[src/rtl/my_design.sv]
// Three-tap FIR engine. It reads a job header (N, c0..c2) from the input SRAM,
// streams N samples through a two-stage multiply/sum pipeline, and writes the
// saturated results to the output SRAM at addresses 0..N-1.
module my_design (
    input  logic        clk,
    input  logic        reset_b,
    input  logic        dut_run,
    output logic        dut_busy,
    output logic [11:0] dut_sram_read_address,
    input  logic [15:0] sram_dut_read_data,
    output logic        dut_sram_write_enable,
    output logic [11:0] dut_sram_write_address,
    output logic [15:0] dut_sram_write_data
);

    typedef enum logic [1:0] {IDLE, READ_HDR, STREAM, DONE} state_t;

    state_t state, state_nx;

    logic [2:0]         hdr_cnt;
    logic [11:0]        n_reg;
    logic [11:0]        in_cnt;
    logic signed [15:0] c0, c1, c2;
    logic signed [15:0] h1, h2;
    logic signed [15:0] x_in;
    logic               hdr_zero;
    logic               last_smp;

    logic signed [31:0] prod0_p0, prod1_p0, prod2_p0;
    logic [11:0]        idx_p0;
    logic               vld_p0;
    logic signed [33:0] sum_p1;

    // Clamp a 34-bit sum into the signed 16-bit output range.
    function automatic logic signed [15:0] sat16(input logic signed [33:0] v);
        if (v > 34'sd32767)
            return 16'sh7FFF;
        else if (v < -34'sd32768)
            return 16'sh8000;
        else
            return v[15:0];
    endfunction

    assign x_in     = sram_dut_read_data;
    // Header word N arrives while hdr_cnt==1; an empty job skips streaming.
    assign hdr_zero = (hdr_cnt == 3'd1) && (sram_dut_read_data[11:0] == 12'd0);
    assign last_smp = (in_cnt == n_reg - 12'd1);
    assign sum_p1   = 34'(prod0_p0) + 34'(prod1_p0) + 34'(prod2_p0);

    // State register.
    always_ff @(posedge clk or negedge reset_b) begin
        if (!reset_b)
            state <= IDLE;
        else
            state <= state_nx;
    end

    // Next-state logic; DONE drains the write pipeline before returning to IDLE.
    always_comb begin
        state_nx = state;
        case (state)
            IDLE:     if (dut_run) state_nx = READ_HDR;
            READ_HDR: begin
                if (hdr_zero)
                    state_nx = DONE;
                else if (hdr_cnt == 3'd4)
                    state_nx = STREAM;
            end
            STREAM:   if (last_smp) state_nx = DONE;
            DONE:     if (!vld_p0 && !dut_sram_write_enable) state_nx = IDLE;
            default:  state_nx = IDLE;
        endcase
    end

    // Job control: read addressing, header capture and sample history.
    always_ff @(posedge clk or negedge reset_b) begin
        if (!reset_b) begin
            dut_busy              <= 1'b0;
            dut_sram_read_address <= 12'd0;
            hdr_cnt               <= 3'd0;
            in_cnt                <= 12'd0;
            n_reg                 <= 12'd0;
            c0                    <= 16'sd0;
            c1                    <= 16'sd0;
            c2                    <= 16'sd0;
            h1                    <= 16'sd0;
            h2                    <= 16'sd0;
        end else begin
            dut_busy <= (state_nx != IDLE);
            case (state)
                IDLE: begin
                    hdr_cnt               <= 3'd0;
                    in_cnt                <= 12'd0;
                    dut_sram_read_address <= 12'd0;
                    if (dut_run) begin
                        h1 <= 16'sd0;
                        h2 <= 16'sd0;
                    end
                end
                READ_HDR: begin
                    // Address k is driven while hdr_cnt==k; its data lands one cycle later.
                    hdr_cnt               <= hdr_cnt + 3'd1;
                    dut_sram_read_address <= dut_sram_read_address + 12'd1;
                    case (hdr_cnt)
                        3'd1:    n_reg <= sram_dut_read_data[11:0];
                        3'd2:    c0    <= x_in;
                        3'd3:    c1    <= x_in;
                        3'd4:    c2    <= x_in;
                        default: ;
                    endcase
                end
                STREAM: begin
                    // Every STREAM cycle delivers x[in_cnt].
                    in_cnt                <= in_cnt + 12'd1;
                    dut_sram_read_address <= dut_sram_read_address + 12'd1;
                    h1                    <= x_in;
                    h2                    <= h1;
                end
                DONE:    dut_sram_read_address <= 12'd0;
                default: ;
            endcase
        end
    end

    // Stage p0: the three tap products for the sample arriving this cycle.
    always_ff @(posedge clk or negedge reset_b) begin
        if (!reset_b) begin
            vld_p0   <= 1'b0;
            idx_p0   <= 12'd0;
            prod0_p0 <= 32'sd0;
            prod1_p0 <= 32'sd0;
            prod2_p0 <= 32'sd0;
        end else begin
            vld_p0 <= (state == STREAM);
            if (state == STREAM) begin
                idx_p0   <= in_cnt;
                prod0_p0 <= 32'(c0) * 32'(x_in);
                prod1_p0 <= 32'(c1) * 32'(h1);
                prod2_p0 <= 32'(c2) * 32'(h2);
            end
        end
    end

    // Stage p1: sum, saturate and present the output SRAM write.
    always_ff @(posedge clk or negedge reset_b) begin
        if (!reset_b) begin
            dut_sram_write_enable  <= 1'b0;
            dut_sram_write_address <= 12'd0;
            dut_sram_write_data    <= 16'd0;
        end else begin
            dut_sram_write_enable <= vld_p0;
            if (vld_p0) begin
                dut_sram_write_address <= idx_p0;
                dut_sram_write_data    <= sat16(sum_p1);
            end
        end
    end

endmodule

[config.mk]
export PLATFORM = sky130hd
export DESIGN_NAME = my_design
export DESIGN_NICKNAME = d
export VERILOG_FILES = /design/src/rtl/my_design.sv
export SDC_FILE = /design/constraint.sdc
export NUM_CORES = 2
export LEC_CHECK = 0
export CORE_MARGIN = 2
export CORE_UTILIZATION = 50
export CTS_CLUSTER_DIAMETER = 200
export DETAILED_ROUTE_END_ITERATION = 8
export GPL_TIMING_DRIVEN = 0
export HOLD_SLACK_MARGIN = 0.06
export PLACE_DENSITY_LB_ADDON = 0.08
export SLEW_MARGIN = 20
export SYNTH_ARGS = -nofsm -noshare
export SYNTH_HDL_FRONTEND = slang
export SYNTH_SLANG_ARGS = --single-unit
[constraint.sdc]
create_clock -name clk -period 13.77 [get_ports clk]
set_input_delay 2.0655 -clock clk [delete_from_list [all_inputs] [get_ports clk]]
set_output_delay 2.0655 -clock clk [all_outputs]
set_load 0.02 [all_outputs]
==> flow_summary.toml <==
[global_route]
grt_pass1_vias = 31600
grt_max_degree = 96
grtUsageTotal = 0.286
grt_pass1_wl_um = 187000
antenna_found_initial = 11
gr-total-overflow = 0

[routing]
drt-total-wl_um = 118000
drtAntennaViolNets = 0
num_vias = 29900
routed_via_density = 5.45
drc = 0
dr.pass1.iters = 5
drt-initial-drc-count = 1829
wl_per_cell_um = 21.4

[layout]
regArea_mm2 = 0.00651
layout_commonest_cell = "inv_1"
nNetsFinal = 5502
synthToLayoutAreaGrowth_pct = 7.69
stdcell_area_mm2 = 0.0453
multi_input_area_mm2 = 0.0316
final_util = 0.543
num-fill-cells = 7644
layout_common_cells = "inv_1, fa_1, nand2_1"
reg_top3 = "prod0_p0 x32, prod1_p0 x32, prod2_p0 x32"
fin_cells = 5482
drive_gt1_frac = 0.0555

[timing]
grt_setup_unrepaired = "false"
max_freq_mhz = 105
hold_violations = 0
finalCritPeriodShare = 0.693
worst_slew_pin_slew_ns = 1.17
skew_ns = 0.0242
drv_slew = 0
setup_viol = 0
fin_setup_tns_ns = 0
post-route-min-period_ns = 9.54
relSlewSlack = 0.220

[flow_run]
maxCapViolCount = 0

[yosys]
yosysWarningCount = 0
synth_edf_count = 0
yosys_most_used_dff = "dfrtp_1"
syn_area_mm2 = 0.0421
synthCells = 4278
postSynthAreaPerCell_um2 = 9.83
synth.distinct_cells = 75
async_reset_ff_frac = 1.00
syn_nets = 5406
yosysSeqAreaShare = 0.155
synth_seq_cells = 260

[clock_network]
cts.sinks = 260
cts_tree = "yes"
clk_latency_ns = 0.56
root_buffer = "clkbuf_16"
cts_setup_buffers = 0
clk_pin_slew_ns = 0.06
cts_buffers = 34
cts_hold_buf = 0
ctsResizeCount = 0
htreeDepth = 2
clockBufferDepth = 3

[floorplan]
die_w_um = 294
die_area_mm2 = 0.0865
io_pins = 61
row_count = 106
die_h_um = 294
coreArea_mm2 = 0.0834
start_util = 0.504

[worst_setup_path]
cp_max_fo = 10
timing.critical_path.mode_cell = "fa_1"
end_kind = "flop"
cp.required_ns = 14.25
path_cells = "clkdlybuf4s50_1 -> clkbuf_1 -> and2_1 -> fa_1 -> inv_1 -> fa_1 -> fa_1 -> inv_1 -> fa_1 -> fa_1 -> inv_1 -> fa_1 -> inv_1 -> ha_1 -> a21oi_1 -> o21ai_0 -> a211oi_2 -> o41a_1 -> o211ai_1 -> o311a_1 -> o21a_1 -> o21ai_0 -> or4b_1 -> o211ai_1"
critPathMaxStageDelay_ns = 0.77
critical_path.slowest_cell = "clkbuf_1"
crit_arrival_ns = 10.02
critPathKind = "input port to flop"
worstSetupStartpointType = "input port"

[min_path]
min_path_type = "flop to flop"

[status]
status = "complete, no violations"

[place]
io_buffers = 57
post-place-cells = 5418
place_hpwl_um = 96700
gp_congestion = 0.911
placed_area_mm2 = 0.0441
synthesized netlist by cell type (6+ instances only):
master    count  share of area
nand4_1       9         0.0013
or3_1         9         0.0013
nor2_1      120          0.011
o21bai_1     21         0.0037
o21a_1       12         0.0021
a311o_1      13         0.0031
a22o_1       34         0.0071
a31oi_1      11         0.0016
nand2b_1     23         0.0034
clkbuf_1    155          0.014
xor2_1       36         0.0075
a21o_1       42         0.0075
nor3_1       25         0.0030
inv_1       883          0.079
a31o_2        6         0.0012
nor2b_1      22         0.0033
a21oi_1     108          0.013
o31ai_1      14         0.0025
o211ai_1     13         0.0023
mux2i_1       6         0.0014
buf_1         6        0.00054
nand2_1     442          0.039
and2_1      381          0.057
dfrtp_1     260           0.15
fa_1        819           0.39
nand3_1      43         0.0051
mux2_2      158          0.042
a211oi_1     21         0.0037
nor4_1        8         0.0012
o21ai_0      78         0.0093
a221oi_1      6         0.0012
xnor2_1     113          0.024
and3_1       14         0.0021
ha_1        290          0.086
through the flow:
step / setup slack [ns] / hold WS [ns]
floorplan: 5.65 / 0.422
global placement: -1.18 / 0.478
detailed placement: 3.73 / 0.483
CTS: 4.31 / 0.492
global route: 3.94 / 0.515
finish: 4.23 / 0.492
per-layer routing:
layer	part of all wire	vias up	routed length (um)	global-route usage
li1	-	13400	-	-
met1	0.45	15400	52500	0.414
met2	0.47	882	54900	0.458
met3	0.061	157	7160	0.0384
met4	0.026	2	3020	0.0694
met5	0.000077	-	9	0
worst paths after layout:
check                                                    from                                 end  slack (ns)  depth (start not counted)
setup reg to reg                            h1[7]$_DFFE_PN0P_            prod1_p0[31]$_DFFE_PN0P_        5.78                         26
max in group asynchronous                             reset_b            prod1_p0[12]$_DFFE_PN0P_       11.35                          3
hold reg to reg            dut_sram_read_address[0]$_DFF_PN0_  dut_sram_read_address[0]$_DFF_PN0_        0.49                          1
hold / removal             dut_sram_read_address[0]$_DFF_PN0_  dut_sram_read_address[0]$_DFF_PN0_        0.49                          1
min in group asynchronous                             reset_b  dut_sram_read_address[0]$_DFF_PN0_        1.34                          1
setup / recovery                        sram_dut_read_data[4]            prod0_p0[30]$_DFFE_PN0P_        4.23                         24
critical path: cells and delay by family:
kind	cells	cell delay (ns)
fa+ha+maj	7	3.21
compound gates	9	2.24
buf+inv	6	1.75
simple gates	2	0.73
cell type report:
class                      instances  area share
timing repair buffer              60      0.0145
inverter                         884      0.0732
clock inverter                    15     0.00577
sequential                       260       0.144
clock buffer                      45      0.0210
tap                             1080      0.0298
multi-input combinational       2969       0.698
buffer                           165      0.0140
antenna                            4    0.000221
logic make-up after synthesis:
| family | count (synthesis) | share of synthesized area |
|---|---|---|
| simple gates | 1120 | 0.132 |
| fa+ha+maj | 1109 | 0.476 |
| flops | 260 | 0.155 |
| xor+xnor | 149 | 0.0310 |
| buf+inv | 1049 | 0.0939 |
| compound gates | 427 | 0.0686 |
| mux | 164 | 0.0437 |
Power is not shown: default switching activity piles up to over one toggle a cycle in this logic, so the estimate is an artifact.
